**src/rtl/subleq_pkg.sv**
```systemverilog
// subleq_pkg: shared types and constants for the SUBLEQ core.
//   subleq_state_t : FSM state encoding for subleq_core
//   INSTR_LEN      : words per instruction (a, b, c)
//   DEF_*          : default parameter values for subleq_core
package subleq_pkg;

  typedef enum logic [2:0] {
    IDLE,
    FETCH_A,
    FETCH_B,
    FETCH_C,
    READ_A,
    READ_B,
    WRITE_B,
    HALT
  } subleq_state_t;

  localparam int INSTR_LEN      = 3;
  localparam int DEF_DW         = 8;
  localparam int DEF_AW         = 8;
  localparam int DEF_START_ADDR = 0;
  localparam int DEF_CNT_W      = 16;

endpackage

```
**src/rtl/subleq_alu.sv**
```systemverilog
// subleq_alu: combinational SUBLEQ subtract-and-test.
//   a    (in,  DW) : subtrahend, mem[a]
//   b    (in,  DW) : minuend, mem[b]
//   diff (out, DW) : b - a, two's complement, wrapping
//   leq  (out, 1)  : diff <= 0, judged on the wrapped result
module subleq_alu #(
  parameter int DW = 8
) (
  input  logic signed [DW-1:0] a,
  input  logic signed [DW-1:0] b,
  output logic signed [DW-1:0] diff,
  output logic                 leq
);

  assign diff = b - a;
  // Sign bit of the wrapped result: overflow is deliberately not corrected.
  assign leq  = diff[DW-1] | (diff == '0);

endmodule

```
**src/rtl/subleq_core.sv**
```systemverilog
// subleq_core: multi-cycle SUBLEQ processor with a req/ack memory port.
//   clk, res (sync, active-low)  : clock and reset
//   start                        : begin execution at START_ADDR (IDLE/HALT only)
//   mem_req/we/addr/wdata        : registered memory request, held until mem_ack
//   mem_rdata, mem_ack           : read data and access completion
//   busy, halted                 : status
//   pc, instr_cnt                : program counter, saturating instruction count
module subleq_core
  import subleq_pkg::*;
#(
  parameter int             DW         = DEF_DW,
  parameter int             AW         = DEF_AW,
  parameter logic [AW-1:0]  START_ADDR = AW'(DEF_START_ADDR),
  parameter logic [AW-1:0]  HALT_ADDR  = {AW{1'b1}},
  parameter int             CNT_W      = DEF_CNT_W
) (
  input  logic             clk,
  input  logic             res,
  input  logic             start,
  output logic             mem_req,
  output logic             mem_we,
  output logic [AW-1:0]    mem_addr,
  output logic [DW-1:0]    mem_wdata,
  input  logic [DW-1:0]    mem_rdata,
  input  logic             mem_ack,
  output logic             busy,
  output logic             halted,
  output logic [AW-1:0]    pc,
  output logic [CNT_W-1:0] instr_cnt
);

  function automatic logic [CNT_W-1:0] sat_inc(input logic [CNT_W-1:0] v);
    return (&v) ? v : v + {{(CNT_W-1){1'b0}}, 1'b1};
  endfunction

  subleq_state_t     state_q, state_d;
  logic [AW-1:0]     pc_q, pc_d;
  logic [CNT_W-1:0]  cnt_q, cnt_d;
  logic              req_q, req_d;
  logic              we_q, we_d;
  logic [AW-1:0]     addr_q, addr_d;
  logic [DW-1:0]     wdata_q, wdata_d;
  logic [AW-1:0]     a_addr_q, a_addr_d;
  logic [AW-1:0]     b_addr_q, b_addr_d;
  logic [AW-1:0]     c_q, c_d;
  logic [DW-1:0]     a_val_q, a_val_d;
  logic              leq_q, leq_d;

  logic signed [DW-1:0] alu_diff;
  logic                 alu_leq;
  logic                 ack;

  // An ack with no request outstanding is meaningless and ignored.
  assign ack = mem_ack & req_q;

  // B value is taken straight from the read port in the READ_B ack cycle.
  subleq_alu #(.DW(DW)) u_alu (
    .a    (a_val_q),
    .b    (mem_rdata),
    .diff (alu_diff),
    .leq  (alu_leq)
  );

  always_comb begin
    state_d  = state_q;
    pc_d     = pc_q;
    cnt_d    = cnt_q;
    req_d    = req_q;
    we_d     = we_q;
    addr_d   = addr_q;
    wdata_d  = wdata_q;
    a_addr_d = a_addr_q;
    b_addr_d = b_addr_q;
    c_d      = c_q;
    a_val_d  = a_val_q;
    leq_d    = leq_q;
    case (state_q)
      IDLE, HALT: begin
        if (start) begin
          state_d = FETCH_A;
          pc_d    = START_ADDR;
          cnt_d   = '0;
          req_d   = 1'b1;
          we_d    = 1'b0;
          addr_d  = START_ADDR;
        end
      end
      FETCH_A: if (ack) begin
        a_addr_d = mem_rdata[AW-1:0];
        addr_d   = pc_q + AW'(1);
        state_d  = FETCH_B;
      end
      FETCH_B: if (ack) begin
        b_addr_d = mem_rdata[AW-1:0];
        addr_d   = pc_q + AW'(2);
        state_d  = FETCH_C;
      end
      FETCH_C: if (ack) begin
        c_d     = mem_rdata[AW-1:0];
        addr_d  = a_addr_q;
        state_d = READ_A;
      end
      READ_A: if (ack) begin
        a_val_d = mem_rdata;
        addr_d  = b_addr_q;
        state_d = READ_B;
      end
      READ_B: if (ack) begin
        wdata_d = alu_diff;
        leq_d   = alu_leq;
        we_d    = 1'b1;
        state_d = WRITE_B;
      end
      WRITE_B: if (ack) begin
        cnt_d = sat_inc(cnt_q);
        we_d  = 1'b0;
        // A halting branch leaves pc on the halting instruction.
        if (leq_q && (c_q == HALT_ADDR)) begin
          req_d   = 1'b0;
          state_d = HALT;
        end else begin
          pc_d    = leq_q ? c_q : pc_q + AW'(INSTR_LEN);
          addr_d  = pc_d;
          state_d = FETCH_A;
        end
      end
      default: state_d = IDLE;
    endcase
  end

  always_ff @(posedge clk) begin
    if (!res) begin
      state_q <= IDLE;
      pc_q    <= '0;
      cnt_q   <= '0;
      req_q   <= 1'b0;
      we_q    <= 1'b0;
      addr_q  <= '0;
      wdata_q <= '0;
    end else begin
      state_q <= state_d;
      pc_q    <= pc_d;
      cnt_q   <= cnt_d;
      req_q   <= req_d;
      we_q    <= we_d;
      addr_q  <= addr_d;
      wdata_q <= wdata_d;
    end
  end

  always_ff @(posedge clk) begin
    a_addr_q <= a_addr_d;
    b_addr_q <= b_addr_d;
    c_q      <= c_d;
    a_val_q  <= a_val_d;
    leq_q    <= leq_d;
  end

  assign mem_req   = req_q;
  assign mem_we    = we_q;
  assign mem_addr  = addr_q;
  assign mem_wdata = wdata_q;
  assign busy      = !(state_q inside {IDLE, HALT});
  assign halted    = (state_q == HALT);
  assign pc        = pc_q;
  assign instr_cnt = cnt_q;

endmodule
```
**config.mk**
```make
export PLATFORM = sky130hd
export DESIGN_NAME = subleq_core
export DESIGN_NICKNAME = d
export VERILOG_FILES = /design/src/rtl/subleq_pkg.sv /design/src/rtl/subleq_alu.sv /design/src/rtl/subleq_core.sv
export SDC_FILE = /design/constraint.sdc
export NUM_CORES = 1
export LEC_CHECK = 0
export ABC_CLOCK_PERIOD_IN_PS = 2500
export BUFFER_PORTS_ARGS = -buffer_cell sky130_fd_sc_hd__clkbuf_2
export CORE_ASPECT_RATIO = 1.75
export CORE_MARGIN = 2
export CORE_UTILIZATION = 58
export CTS_BUF_LIST = sky130_fd_sc_hd__clkbuf_8 sky130_fd_sc_hd__clkbuf_16
export DETAILED_ROUTE_END_ITERATION = 10
export PLACE_DENSITY = 0.92
export SYNTH_ARGS = -nofsm -noshare
export SYNTH_HDL_FRONTEND = slang
export SYNTH_SLANG_ARGS = --single-unit
```
**constraint.sdc**
```tcl
create_clock -name clk -period 2.5 [get_ports clk]
set_clock_uncertainty 0.2 [all_clocks]
set_input_delay 0.5 -clock clk [delete_from_list [all_inputs] [get_ports clk]]
set_output_delay 0.5 -clock clk [all_outputs]
set_load 0.02 [all_outputs]
```
==> key figures, run 1 <==
Setup path
  – Worst reg-to-reg setup slack: 0.17 ns
  – Critical Path AT: 1.68 ns
  – CP required: 1.80 ns
  – Most frequent CP cell: nor2_1
  – CP Capture Type: output pin
  – FF-to-FF Start: a_val_q[0]
  – Setup Crit Path Kind: reg2out
  – Critical Path Fanout Max: 20
  – Crit path max-delay cell type: dfxtp_1
  – Setup crit start: state_q[0]
  – Startpoint types: flip-flop
  – Slowest stage delay, CP: 0.50 ns
  – Critical path cell sequence: buf_4 -> nand2_1 -> nor2_1 -> nor2_1 -> clkbuf_2

Power
  – Power Total: 3.03 mW
  – Peak VDD IR: 0.000498 V
  – PwrDens: 594 nW/um^2
  – Lkg Pwr: 1.96 nW

Logic synthesis
  – Ys flop type: dfxtp_1
  – Syn Nets: 478
  – Register area share after synthesis: 0.450
  – Mapped Cells: 453
  – Share of the synthesized area in the top cell type: 0.236
  – Synth top cells by count: dfxtp_1 (45), a21oi_1 (39), nand2_1 (35)
  – Warning count from the yosys run: 0
  – Cell taking the most area after synthesis: edfxtp_1
  – Most frequent cell after synthesis: dfxtp_1
  – Share of synthesized registers carrying an async set or reset: 0
  – Number of synthesized flops with an enable pin: 33
  – Synth Register Bits: 78
  – Top cells by area, synth: edfxtp_1 (24%), dfxtp_1 (21%), a21oi_1 (4.6%), o21ai_0 (3.8%), ha_1 (3.6%)
  – Syn_area_per_cell: 9.27 um^2
  – Netlist cell types: 67
  – Synthesized area: 4200 um^2

Clocking
  – Reg clk slew, reported paths: 0.06 ns
  – Sinks on Clock Net: 78
  – H-tree levels: 3
  – CTS tree: done
  – CTS Hold Bufs: 0
  – Cts bufs inserted: 9
  – Setup Buffers After CTS: 0
  – CTS root buffer: clkbuf_16
  – Post-cts resize count: 0
  – Clk buf depth: 2
  – Clk_lat worst skew: 0.35 ns

STA
  – RSZ-0062 raised after global routing: no
  – Setup Viol. Count Final: 0
  – Max Clk Rate: 420 MHz
  – Fin. Hold Viols: 0
  – Slew headroom: 0.626
  – Final min period: 2.38 ns
  – Worst Tran Pin Value: 0.556 ns
  – Slew Limit Fails: 0
  – Final worst-path cycle share: 0.952

Detailed routing
  – Drt pass-1 iters: 5
  – Vias per inst: 6.39
  – Detailed Route WL: 11700 um
  – Routed vias: 3995
  – Drt wl/cell: 18.8 um
  – DR DRC count: 0
  – Routed Antenna Nets: 0
  – DRT iter0 DRCs: 286

GRT
  – Vias in the first global route: 3893
  – First-pass GRT wire length: 18600 um
  – GRT Util Overall: 0.314
  – Overflow after GRT: 0
  – Largest net degree at the start of global routing: 21
  – Antenna violations before repair: 0

Die
  – Rows: 41
  – # IOs: 56
  – Core area: 7130 um^2
  – Initial Util: 0.589
  – Die Wd: 68.3 um
  – Total Die Area: 7970 um^2
  – Die span in y: 117 um

Min path
  – Worst hold start: mem_rdata[3]
  – Hold/Removal Path Class: in2reg

Place
  – RePlAce Congestion: 0.989
  – HPWL Detailed: 8580 um
  – PortBufs: 55

Cells and area
  – Diode count: 0
  – Share of layout cells above drive strength 1: 0.228
  – Area grow syn2layout: 21.6%
  – Post-Route Utilization: 0.717
  – Nets: 559

Flow run
  – Max Cap Violations: 0

Status
  – Status: finished, final reports clean
==> metrics by stage <==
stage / TNS (ns) / std cells / area [um^2] / hold WS (ns) / setup slack (ns)
global placement: -0.00674 / 609 / 4780 / 0.246 / -0.00674
global route: 0 / 625 / 5110 / 0.211 / 0.0260
CTS: 0 / 625 / 5100 / 0.207 / 0.0309
floorplan: 0 / 453 / 4200 / 0.332 / 0.124
detailed placement: -0.0917 / 609 / 4780 / 0.256 / -0.0473
finish: 0 / 625 / 5110 / 0.213 / 0.120
==> flip-flops by register name, indices dropped and copies added (netlist names) <==
signal and count:
instr_cnt 16, mem_req 1, a_addr_q 8, state_q 3
a_val_q 8, leq_q 1, mem_wdata 8, b_addr_q 8
c_q 8, mem_we 1, mem_addr 8, pc 8
==> final timing paths <==
path | endpoint | depth (start not counted)
max reg2reg | mem_wdata[6] | 9
max | busy | 5
min | a_val_q[3] | 1
min reg2reg | mem_wdata[1] | 2
==> critical path: cells and delay by family, from the launching register on <==
kind                   cells  cell delay (ns)
DFF                        1             0.50
buffers and inverters      2             0.48
and+or+nand+nor            3             0.35
==> cell usage in the layout (no fill, tap or decap), types with 8 or more instances in the layout <==
master and n:
a21oi_1 39, and3_1 8, buf_4 38, clkbuf_16 9, clkbuf_2 55, dfxtp_1 45
edfxtp_1 33, ha_1 12, inv_1 18, nand2_1 35, nand3_1 17, nand4_1 9
nor2_1 33, nor3_1 8, o21ai_0 32, o31ai_1 9, or3_1 11
==> cell families (layout without fill, tap and decap cells) <==
kind of cell    Yosys count  count (layout)  synth area share
simple gates            165             165             0.217
xor+xnor                 11              11            0.0229
flops                    78              78             0.450
mux                       6               6            0.0143
compound gates          135             135             0.210
buf+inv                  45             131            0.0447
fa+ha+maj                13              13            0.0405
==> cell type report <==
type | instances | area [um^2]
clock buffer | 9 | 225
sequential | 78 | 1890
clock inverter | 7 | 97.6
tap | 86 | 108
timing repair buffer | 94 | 581
multi-input combinational | 330 | 2130
fill | 523 | 2020
inverter | 21 | 78.8
==> power breakdown <==
group / internal, mW / switching, mW / total [mW]
Sequential: 1.34 / 0.0143 / 1.36
Clock: 0.877 / 0.531 / 1.41
Combinational: 0.100 / 0.168 / 0.269
==> routing by layer <==
layer | track usage | up-vias | share of wire
met1 | 0.327 | 1908 | 0.36
met4 | 0.188 | 0 | 0.039
met5 | 0 | - | 0
li1 | - | 1876 | -
met3 | 0.0655 | 41 | 0.056
met2 | 0.559 | 170 | 0.54
Note: power is estimated with default switching activity, not from simulation.
==> run 2, diff against run 1 <==
Settings changed: PLACE_DENSITY 0.92 to 0.8.
==> run 2 against run 1 <==
  * Design area decreased by 0.22%
  * Critical path depth increased by 1
  * Sequential power about the same
  * Clock power decreased by 13%
  * Power decreased by 6.2%
  * Sequential share of layout area increased by 0.13 points
  * Setup slack improved by 0.042 ns
  * Combinational power about the same
  * Count of clock-buffer cells in the layout increased by 2
  * Non-clock buffer count increased by 4
  * Worst hold slack got worse by 0.0076 ns
  * Critical path type is now reg2reg
  * Largest power group is now registers
  * Highest routed layer unchanged
==> key figures, run 2 (synthesized netlist as in run 1, its figures left out) <==
STA
  – Max Clk Rate: 428 MHz
  – RSZ-0062 raised after global routing: no
  – Setup Viol. Count Final: 0
  – Worst Tran Pin Value: 0.629 ns
  – Slew Limit Fails: 0
  – Fin. Hold Viols: 0
  – Final worst-path cycle share: 0.935
  – Final min period: 2.34 ns
  – Slew headroom: 0.579

Die
  – Core area: 7130 um^2
  – Rows: 41
  – # IOs: 56
  – Total Die Area: 7970 um^2
  – Die Wd: 68.3 um
  – Die span in y: 117 um
  – Initial Util: 0.589

Detailed routing
  – Detailed Route WL: 11400 um
  – Routed Antenna Nets: 0
  – Routed vias: 3953
  – Drt wl/cell: 18.2 um
  – DR DRC count: 0
  – Vias per inst: 6.28
  – Drt pass-1 iters: 5
  – DRT iter0 DRCs: 197

Flow run
  – Max Cap Violations: 0

Cells and area
  – Max reg flops: 16
  – Nets: 563
  – Diode count: 0
  – Share of layout cells above drive strength 1: 0.238
  – Most frequent cells in the layout: clkbuf_2 (55), dfxtp_1 (43), buf_4 (42)
  – Seq. cell area: 1890 um^2
  – Most common cell after layout, fill and taps aside: clkbuf_2
  – Post-Route Utilization: 0.715
  – Final Cell Area: 5100 um^2
  – Fill cell count: 565
  – Area grow syn2layout: 21.4%
  – Area of the multi-input gates: 2130 um^2

Power
  – Lkg Pwr: 1.97 nW
  – Peak VDD IR: 0.000528 V
  – Power Total: 2.84 mW
  – PwrDens: 558 nW/um^2

Place
  – PortBufs: 55
  – HPWL Detailed: 8650 um
  – Area post-placement: 4810 um^2
  – RePlAce Congestion: 1.01

Clocking
  – H-tree levels: 3
  – CTS Hold Bufs: 0
  – Sinks on Clock Net: 78
  – CTS tree: done
  – Clk_lat worst skew: 0.34 ns
  – Reg clk slew, reported paths: 0.06 ns
  – CTS root buffer: clkbuf_16
  – Clk buf depth: 2
  – Cts bufs inserted: 9

Setup path
  – Setup Crit Path Kind: reg2reg
  – Startpoint types: flip-flop
  – CP required: 2.57 ns
  – Critical Path AT: 2.41 ns
  – Critical Path Fanout Max: 12
  – CP Capture Type: flip-flop

Min path
  – Hold/Removal Path Class: in2reg

GRT
  – First-pass GRT wire length: 17700 um
  – Largest net degree at the start of global routing: 21
  – Overflow after GRT: 0
  – GRT Util Overall: 0.301
  – Vias in the first global route: 3814
  – Antenna violations before repair: 0

Status
  – Status: finished, final reports clean
run 2: final cells by class:
| class | count | area share |
|---|---|---|
| clock buffer | 11 | 0.0496 |
| timing repair buffer | 98 | 0.120 |
| multi-input combinational | 330 | 0.417 |
| tap | 86 | 0.0211 |
| clock inverter | 5 | 0.00515 |
| sequential | 78 | 0.372 |
| inverter | 21 | 0.0155 |
run 2: power breakdown:
| part | leakage (nW) | switching (mW) | total, mW | internal (mW) |
|---|---|---|---|---|
| clock | 0.142 | 0.500 | 1.22 | 0.717 |
| sequential | 0.662 | 0.0177 | 1.36 | 1.34 |
| combinational | 1.16 | 0.162 | 0.266 | 0.104 |
run 2: critical path, cell delays in order, from the launching register on:
cell and delay [ns]:
dfxtp_2 0.39, nand3b_4 0.18, buf_4 0.14, a211oi_4 0.36, o2111ai_2 0.29, or4_1 0.57, a21oi_1 0.14
run 2: metrics by stage:
stage          cells  setup WS, ns  hold WS (ns)  setup TNS (ns)
6_report         629         0.162         0.206               0
5_1_grt          629        0.0182         0.211               0
2_1_floorplan    453         0.124         0.332               0
3_5_place_dp     613       -0.0956         0.256          -0.158
3_3_place_gp     613       -0.0361         0.252         -0.0500
4_1_cts          629        0.0201         0.205               0
run 2: routing by layer:
layer / part of all wire / up-vias / GRT usage
met3: 0.049 / 49 / 0.0655
li1: - / 1881 / -
met2: 0.55 / 157 / 0.546
met4: 0.045 / 0 / 0.199
met1: 0.35 / 1866 / 0.293
met5: 0 / - / 0
run 2: worst paths after layout:
check | from | end | slack [ns] | cells after the start
max | state_q[0] | instr_cnt[15] | 0.16 | 6
min | mem_rdata[5] | c_q[5] | 0.21 | 1
max reg2reg | state_q[0] | instr_cnt[15] | 0.16 | 6
min reg2reg | mem_wdata[6] | mem_wdata[6] | 0.27 | 2
run 2: repair_timing:
action | 4_1_cts | 5_1_grt
endpoints found under the setup margin | 0 | 19
buffers inserted | 0 | 0
gates resized for setup | 0 | 3
==> run 3, diff against run 2 <==
Settings changed: CORE_UTILIZATION 58 to 55, PLACE_DENSITY 0.8 to 0.77.
==> run 3 against run 2 <==
  * Global-route usage is 2.5 points lower
  * Non-clock buffer count down 5
  * Worst hold slack worse by 0.0035 ns
  * First-iteration DRC count grew 23%
  * Register-to-register slack about the same
  * Clock power up 17%
  * Cell count fell by 0.48%
  * Combinational power down 4%
  * Setup slack worse by 0.00095 ns
  * Critical endpoint is now pc[7]
  * Largest cell class unchanged
==> key figures, run 3 (synthesized netlist as in run 1, its figures left out) <==
Setup path
  – Startpoint types: flip-flop
  – Setup crit start: state_q[1]
  – Crit path max-delay family: simple AND/OR/NAND/NOR gates
  – Critical path cell sequence: nand3b_1 -> nor4_2 -> o21bai_1 -> buf_4 -> a21oi_1 -> o221a_2
  – Critical Path Fanout Max: 9
  – Crit path max-delay cell type: dfxtp_1
  – FF-to-FF Start: state_q[1]
  – Critical Path AT: 2.37 ns
  – CP Capture Type: flip-flop
  – Bufs and invs on worst path: 1
  – Setup Crit Path Kind: reg2reg
  – Slowest stage delay, CP: 0.52 ns
  – CP required: 2.53 ns

Clocking
  – Cts bufs inserted: 9
  – Clk_lat worst skew: 0.34 ns
  – Reg clk slew, reported paths: 0.06 ns
  – CTS root buffer: clkbuf_16
  – H-tree levels: 3
  – CTS tree: done
  – Sinks on Clock Net: 78
  – Clk buf depth: 2

GRT
  – First-pass GRT wire length: 18000 um
  – Antenna violations before repair: 0
  – Largest net degree at the start of global routing: 18
  – GRT Util Overall: 0.276
  – Overflow after GRT: 0
  – Vias in the first global route: 3752

Power
  – PwrDens: 596 nW/um^2
  – Lkg Pwr: 1.96 nW
  – Logic pwr share: 0.084
  – Sequential share of power: 0.446
  – Peak VDD IR: 0.000563 V
  – Clk pwr share: 0.470
  – Internal: 2.37 mW
  – Switching part of the total: 0.223
  – NetSw: 0.680 mW

Cells and area
  – Final Cell Area: 5110 um^2
  – Most common cell after layout, fill and taps aside: clkbuf_2
  – Area of the multi-input gates: 2130 um^2
  – Share of layout cells above drive strength 1: 0.232
  – Fill cell count: 614
  – Nets: 558
  – Max reg flops: 16
  – Diode count: 0
  – Area grow syn2layout: 21.6%
  – Most frequent cells in the layout: clkbuf_2 (55), dfxtp_1 (44), a21oi_1 (39)
  – Seq. cell area: 1890 um^2

Detailed routing
  – Vias per inst: 6.23
  – DR DRC count: 0
  – Drt wl/cell: 17.9 um
  – DRT iter0 DRCs: 243
  – Drt pass-1 iters: 7
  – Routed Antenna Nets: 0
  – Detailed Route WL: 11200 um
  – Routed vias: 3898

STA
  – Fin. Hold Viols: 0
  – TNS Setup: 0 ns
  – Final worst-path cycle share: 0.936
  – Slew headroom: 0.679
  – Worst setup margin: 0.161 ns
  – Slew Limit Fails: 0
  – Max Clk Rate: 427 MHz
  – RSZ-0062 raised after global routing: no
  – Final min period: 2.34 ns
  – Setup Viol. Count Final: 0
  – Fin Hold WS: 0.202 ns
  – Worst Tran Pin Value: 0.482 ns

Die
  – Die span in y: 120 um
  – Initial Util: 0.563
  – Die Wd: 70.1 um
  – # IOs: 56
  – Core area: 7460 um^2
  – Rows: 42
  – Total Die Area: 8380 um^2

Place
  – PortBufs: 55
  – HPWL Detailed: 8340 um
  – RePlAce Congestion: 0.966
  – Area post-placement: 4750 um^2
  – Dpl ws: -0.0698 ns

Min path
  – Hold/Removal Path Class: in2reg
  – Worst hold start: mem_rdata[5]

Status
  – Status: finished, final reports clean

Flow run
  – Max Cap Violations: 0
==> run 3: cell types whose count changed in the layout (fill, tap and decap cells not counted), sizes merged <==
cell	delta
bufinv	+2
inv	-1
clkinv	-1
buf	-5
==> run 3: what timing repair did <==
item                                   in CTS  in global routing
hold buffers                                0                  0
setup endpoints to repair                   0                 16
gates resized for setup                     0                  3
endpoints found under the hold margin       0                  0
setup buffers                               0                  2
==> run 3: cell type report <==
type	count	share of cell area
Inverter	21	0.0154
Timing Repair Buffer	93	0.110
Clock inverter	5	0.0159
Tap cell	88	0.0216
Clock buffer	11	0.0495
Multi-Input combinational cell	330	0.417
Sequential cell	78	0.371
==> run 3: worst paths after layout <==
path | cells after the start | end | slack, ns
setup reg to reg | 6 | pc[7] | 0.16
hold reg to reg | 2 | mem_wdata[1] | 0.26
hold / removal | 1 | a_addr_q[5] | 0.20
setup / recovery | 6 | pc[7] | 0.16
==> run 3: worst register-to-register path, delay by kind of cell (launching register included) <==
| kind | cells | cell delay, ns |
|---|---|---|
| and+or+nand+nor | 2 | 0.66 |
| AOI/OAI and AO/OA | 3 | 0.58 |
| DFF | 1 | 0.52 |
| buffers and inverters | 1 | 0.26 |
==> run 3: through the flow <==
step	cells	utilization	power, mW
after floorplan	453	-	1.54
after global placement	608	0.636	1.63
after detailed placement	608	0.636	1.63
after CTS	624	0.681	3.06
after global routing	626	0.684	3.13
final	626	0.684	3.05
==> run 3: metal layers <==
metal	up-vias	global-route usage	part of all wire
met2	141	0.501	0.54
met1	1851	0.283	0.37
met5	-	0	0
met3	33	0.0479	0.044
li1	1873	-	-
met4	0	0.185	0.044
==> run 3: power by group through the flow <==
stage	clock, mW	sequential (mW)	combinational [mW]
floorplan	0	1.39	0.143
global placement	0	1.38	0.244
detailed placement	0	1.38	0.249
CTS	1.45	1.36	0.251
global route	1.50	1.36	0.275
finish	1.43	1.36	0.255
